**src/rtl/draw_arbiter.sv**
```systemverilog
// draw_arbiter: shares the framebuffer write port between the pixel drawers
// using round-robin priority, and sweeps the whole screen to index 0 on a
// clear request.
//
// state    | meaning
// ---------+------------------------------------------------------------
// ST_ARB   | normal arbitration, at most one pixel write granted per cycle
// ST_CLEAR | full-screen sweep to background index 0; grants suppressed
module draw_arbiter #(
  parameter int N_REQ  = 4,
  parameter int WIDTH  = 640,
  parameter int HEIGHT = 480,
  parameter int X_W    = 10,
  parameter int Y_W    = 9
) (
  input  logic                   clock,
  input  logic                   reset,
  input  logic [N_REQ-1:0]       req,
  input  logic [N_REQ*X_W-1:0]   req_x,
  input  logic [N_REQ*Y_W-1:0]   req_y,
  input  logic [N_REQ*4-1:0]     req_color,
  input  logic                   clear_req,
  output logic [N_REQ-1:0]       grant,
  output logic                   busy,
  output logic                   clear_done,
  output logic                   fb_we,
  output logic [X_W-1:0]         fb_x,
  output logic [Y_W-1:0]         fb_y,
  output logic [3:0]             fb_color
);

  localparam logic [0:0] ST_ARB   = 1'b0;
  localparam logic [0:0] ST_CLEAR = 1'b1;

  localparam int PW = (N_REQ > 1) ? $clog2(N_REQ) : 1;

  localparam logic [X_W:0]   X_LIM  = (X_W + 1)'(WIDTH);
  localparam logic [Y_W:0]   Y_LIM  = (Y_W + 1)'(HEIGHT);
  localparam logic [X_W-1:0] X_LAST = X_W'(WIDTH - 1);
  localparam logic [Y_W-1:0] Y_LAST = Y_W'(HEIGHT - 1);

  logic [0:0]     state_q, state_d;
  logic [PW-1:0]  ptr_q, ptr_d;
  logic           fb_we_q, fb_we_d;
  logic [X_W-1:0] fb_x_q, fb_x_d;
  logic [Y_W-1:0] fb_y_q, fb_y_d;
  logic [3:0]     fb_color_q, fb_color_d;
  logic           clear_done_q, clear_done_d;

  logic [PW-1:0]  win;
  logic           found;
  int             idx_c;
  logic [X_W-1:0] sel_x;
  logic [Y_W-1:0] sel_y;
  logic [3:0]     sel_color;

  // Round-robin winner search starting at ptr; grant is suppressed during
  // reset, during a clear, and in the cycle a clear is requested.
  always_comb begin
    grant = '0;
    win   = '0;
    found = 1'b0;
    idx_c = 0;
    if (!reset && state_q == ST_ARB && !clear_req) begin
      for (int o = 0; o < N_REQ; o++) begin
        idx_c = int'(ptr_q) + o;
        if (idx_c >= N_REQ) idx_c = idx_c - N_REQ;
        if (!found && req[idx_c]) begin
          found = 1'b1;
          win   = PW'(idx_c);
        end
      end
      if (found) grant[win] = 1'b1;
    end
  end

  assign sel_x     = req_x[int'(win)*X_W +: X_W];
  assign sel_y     = req_y[int'(win)*Y_W +: Y_W];
  assign sel_color = req_color[int'(win)*4 +: 4];

  // Next-state: load the winner's pixel, or step the clear sweep raster-order.
  always_comb begin
    state_d      = state_q;
    ptr_d        = ptr_q;
    fb_we_d      = 1'b0;
    fb_x_d       = fb_x_q;
    fb_y_d       = fb_y_q;
    fb_color_d   = fb_color_q;
    clear_done_d = 1'b0;
    case (state_q)
      ST_ARB: begin
        if (clear_req) begin
          state_d      = ST_CLEAR;
          fb_we_d      = 1'b1;
          fb_x_d       = '0;
          fb_y_d       = '0;
          fb_color_d   = 4'd0;
          clear_done_d = (X_LAST == '0) && (Y_LAST == '0);
        end else if (found) begin
          // Out-of-range pixels are consumed but never written.
          fb_we_d    = ({1'b0, sel_x} < X_LIM) && ({1'b0, sel_y} < Y_LIM);
          fb_x_d     = sel_x;
          fb_y_d     = sel_y;
          fb_color_d = sel_color;
          ptr_d      = (win == PW'(N_REQ - 1)) ? '0 : win + PW'(1);
        end
      end
      default: begin
        // fb_x/fb_y double as the sweep counters.
        if (fb_x_q == X_LAST && fb_y_q == Y_LAST) begin
          state_d = ST_ARB;
        end else begin
          fb_we_d    = 1'b1;
          fb_color_d = 4'd0;
          if (fb_x_q == X_LAST) begin
            fb_x_d = '0;
            fb_y_d = fb_y_q + Y_W'(1);
          end else begin
            fb_x_d = fb_x_q + X_W'(1);
          end
          clear_done_d = (fb_x_d == X_LAST) && (fb_y_d == Y_LAST);
        end
      end
    endcase
  end

  // State and output registers with synchronous reset.
  always_ff @(posedge clock) begin
    if (reset) begin
      state_q      <= ST_ARB;
      ptr_q        <= '0;
      fb_we_q      <= 1'b0;
      fb_x_q       <= '0;
      fb_y_q       <= '0;
      fb_color_q   <= 4'd0;
      clear_done_q <= 1'b0;
    end else begin
      state_q      <= state_d;
      ptr_q        <= ptr_d;
      fb_we_q      <= fb_we_d;
      fb_x_q       <= fb_x_d;
      fb_y_q       <= fb_y_d;
      fb_color_q   <= fb_color_d;
      clear_done_q <= clear_done_d;
    end
  end

  assign busy       = (state_q == ST_CLEAR);
  assign clear_done = clear_done_q;
  assign fb_we      = fb_we_q;
  assign fb_x       = fb_x_q;
  assign fb_y       = fb_y_q;
  assign fb_color   = fb_color_q;

endmodule

```
**config.mk**
```make
export PLATFORM = sky130hd
export DESIGN_NAME = draw_arbiter
export DESIGN_NICKNAME = d
export VERILOG_FILES = /design/src/rtl/draw_arbiter.sv
export SDC_FILE = /design/constraint.sdc
export NUM_CORES = 1
export LEC_CHECK = 0
export CAP_MARGIN = 20
export CORE_UTILIZATION = 41
export DETAILED_ROUTE_END_ITERATION = 12
export HOLD_SLACK_MARGIN = 0.12
export PLACE_DENSITY = 0.83
export SLEW_MARGIN = 20
export SYNTH_ARGS = -nofsm -noshare
export SYNTH_HDL_FRONTEND = slang
export SYNTH_SLANG_ARGS = --single-unit
```
**constraint.sdc**
```tcl
create_clock -name clock -period 2.9 [get_ports clock]
set_input_delay 0.29 -clock clock [delete_from_list [all_inputs] [get_ports clock]]
set_output_delay 0.29 -clock clock [all_outputs]
set_load 0.005 [all_outputs]
```
==> summary.md <==
| Metric | Value |
|---|---|
| Status | `finished clean` |
| Ports | `129` |
| Distinct cell type count after synthesis | `63` |
| Clock Tree Root | `clkbuf_8` |
| Final WS setup | `0.179 ns` |
| Post-Syn Area | `2550 µm²` |
| Largest net degree at the start of global routing | `27` |
| DR pass1 iterations | `5` |
| Max Buffers Root-to-Sink | `2` |
| Total Wirelength | `9360 µm` |
| Mapped Cells | `359` |
| CP Cell Sequence | `clkdlybuf4s50_1 -> nor2b_1 -> or4_4 -> nand2_4 -> nand3_2 -> inv_2 -> clkdlybuf4s50_1` |
| Fin nets | `588` |
| Final core utilization | `67.0%` |
| First-pass GRT wire length | `14600 µm` |
| Syn avg cell area | `7.11 µm²` |
| Gr ovfl total | `0` |
| Critical path arrival | `2.43 ns` |
| Starting Density | `42.8%` |
| Syn-to-layout area delta | `56.4%` |
| Crit path max fanout | `10` |
| Crit-path max cell delay | `0.57 ns` |
| Die ar. | `6540 µm²` |
| Post-CTS Setup Inserts | `0` |
| 1st-iter DRT viols | `264` |
| Die Y-Extent | `80.9 µm` |
| Num CTS Buffers | `3` |
| Worst setup path category | `input port to output pin` |
| Share of cells above drive strength 1 | `7.23%` |
| H-tree Lvls | `1` |
| Syn Nets | `461` |
| GRT Total Usage | `29.0%` |
| Die W | `80.9 µm` |
| Slew Viols, Final | `0` |
| Final-report hold violation count | `0` |
| Hold_buf cts | `0` |
| Crit-path slowest cell | `clkdlybuf4s50_1` |
| VDD IR-drop max | `0.190 mV` |
| Worst skew pair latency | `0.28 ns` |
| Hold path cells | `2` |
| CP Data Required Time | `2.61 ns` |
| Critical path capture point type | `output pin` |
| Power Total | `1.17 mW` |
| Largest cells by area after synthesis | `dfxtp_1 22%, nand2_1 7.4%, mux2i_1 7.1%` |
| Fmax | `367 MHz` |
| Synth area leader | `dfxtp_1` |
| FF-to-FF path depth | `7` |
| CTS tree | `done` |
| LEAKAGE | `1.50 nW` |
| Hpwl dp | `7560 µm` |
| Unrepaired setup endpoints after global routing | `no` |
| EDFF count, synth | `0` |
| Vias per std cell | `5.97` |
| Critical Path Stages | `7` |
| DRC | `0` |
| Clk slew on worst S/H paths | `0.10 ns` |
| Number of global-route vias before repair | `3079` |
| Seq cells post-synth | `28` |
| Placed Area | `3950 µm²` |
| WL per Instance | `16.7 µm` |
| Slew at the pin closest to its max-slew limit | `0.522 ns` |
| Ys Warns | `0` |
| Sink Count | `28` |
| Period minus WS final | `2.72 ns` |
| Diode count | `0` |
| Antenna violation net count after detailed routing | `0` |
| Final setup viols | `0` |
| Register area share after synthesis | `22.0%` |
| Post-CTS Resized | `0` |
| Crit path launch type | `input port` |
| Placeable Area | `5960 µm²` |
| DR vias | `3335` |
| Fin crit share | `93.8%` |
| Worst path bufs/invs | `3` |
| Worst slew margin | `65.2%` |
| Post-synth ARST share | `0%` |
| Most frequent cell on the critical path | `clkdlybuf4s50_1` |
| Initial antenna violation count | `0` |
| Fill cells | `516` |
| Critical path's top delay family | `buffers and inverters` |
| Setup TNS | `0 ns` |
| Port Buffers | `128` |
| Number of placement rows | `28` |
| Synth Flop Type | `dfxtp_1` |
| MaxCap Viol Count | `0` |
| Post-synth top area share | `22.0%` |
| Final instance area | `3990 µm²` |
| Pre-CTS setup slack | `0.0780 ns` |
| Gp weighted congestion | `0.898` |
| PwrDens | `292 nW/µm²` |
| Worst min path class | `flop to flop` |
| Setup Skew | `0.00483 ns` |
-- layout make-up --
class / instances / area (µm²) / share of cell area, %
clock buffer: 3 / 41.3 / 1.04
inverter: 9 / 33.8 / 0.847
multi-input combinational: 300 / 1850 / 46.3
tap: 75 / 93.8 / 2.35
sequential: 28 / 561 / 14.1
timing repair buffer: 144 / 1410 / 35.4
-- path summary, 6_finish.rpt --
kind	start	to	slack, ns
worst max-delay path	req[1]	grant[1]	0.18
worst min-delay path	fb_color[0]	fb_color[0]	0.51
worst max register to register	ptr_q[0]	fb_we	0.42
worst min register to register	fb_color[0]	fb_color[0]	0.51
-- synthesized netlist by cell type (all sizes together), types with 3 or more instances --
master	count
o22ai	5
a32oi	5
a221oi	3
a21oi	20
nor4b	3
o21ai	21
nor3	13
dfxtp	28
nand4	5
nor2b	4
mux2i	18
inv	9
ha	3
mux2	6
nand3	34
a31oi	8
and3	9
o32ai	3
nor2	37
buf	9
xor2	4
a21o	3
o21a	3
a222oi	3
nand2	51
a211oi	8
clkbuf	13
-- flip-flops by register name, summed over array words and instances, names as in the netlist --
name        cells
fb_y            9
fb_x           10
fb_color        4
busy            1
clear_done      1
fb_we           1
ptr_q           2
-- report_power, final --
group / switching, mW / internal [mW]
sequential: 0.0412 / 0.409
clock: 0.126 / 0.0935
combinational: 0.215 / 0.283
total: 0.382 / 0.785
-- metal layers --
metal	track usage, %	vias to the layer above	part of all wire [%]	wire (µm)
li1	-	1598	-	-
met1	35.6	1529	41	3870
met2	49.1	188	47	4440
met3	7.08	20	8.9	830
met4	9.64	0	2.3	219
met5	0	-	0	0
-- kinds of logic after synthesis --
logic type | synth area share, %
and+or+nand+nor | 32.9
AOI/OAI and AO/OA | 26.2
buffers and inverters | 5.69
DFF | 22.0
muxes | 9.71
xor gates and xnor gates | 2.06
adders and majority gates | 1.47
-- worst reg2reg max path, stage by stage, from the launching register on --
cell and delay [ns]:
dfxtp_1 0.48, nor2b_4 0.08, or4_4 0.56, nand2_4 0.19, mux2_2 0.37, a222oi_1 0.41
a211oi_1 0.10, a211oi_1 0.22
-- placed cells by master (no fill, tap or decap), types with 7 or more instances in the layout --
master / instances
nor2_1: 35
nand2_1: 50
clkdlybuf4s50_1: 128
a21oi_1: 20
mux2i_1: 18
nor3_1: 12
and3_1: 9
o21ai_0: 20
inv_1: 8
nand3_1: 33
dfxtp_1: 28
buf_4: 15
a211oi_1: 7
a31oi_1: 8
-- stage by stage --
stage / hold WS, ns / instances
floorplan: 0.472 / 359
global placement: 0.469 / 556
detailed placement: 0.482 / 556
CTS: 0.506 / 559
global route: 0.546 / 559
finish: 0.506 / 559
(Power assumes the default switching activity.)
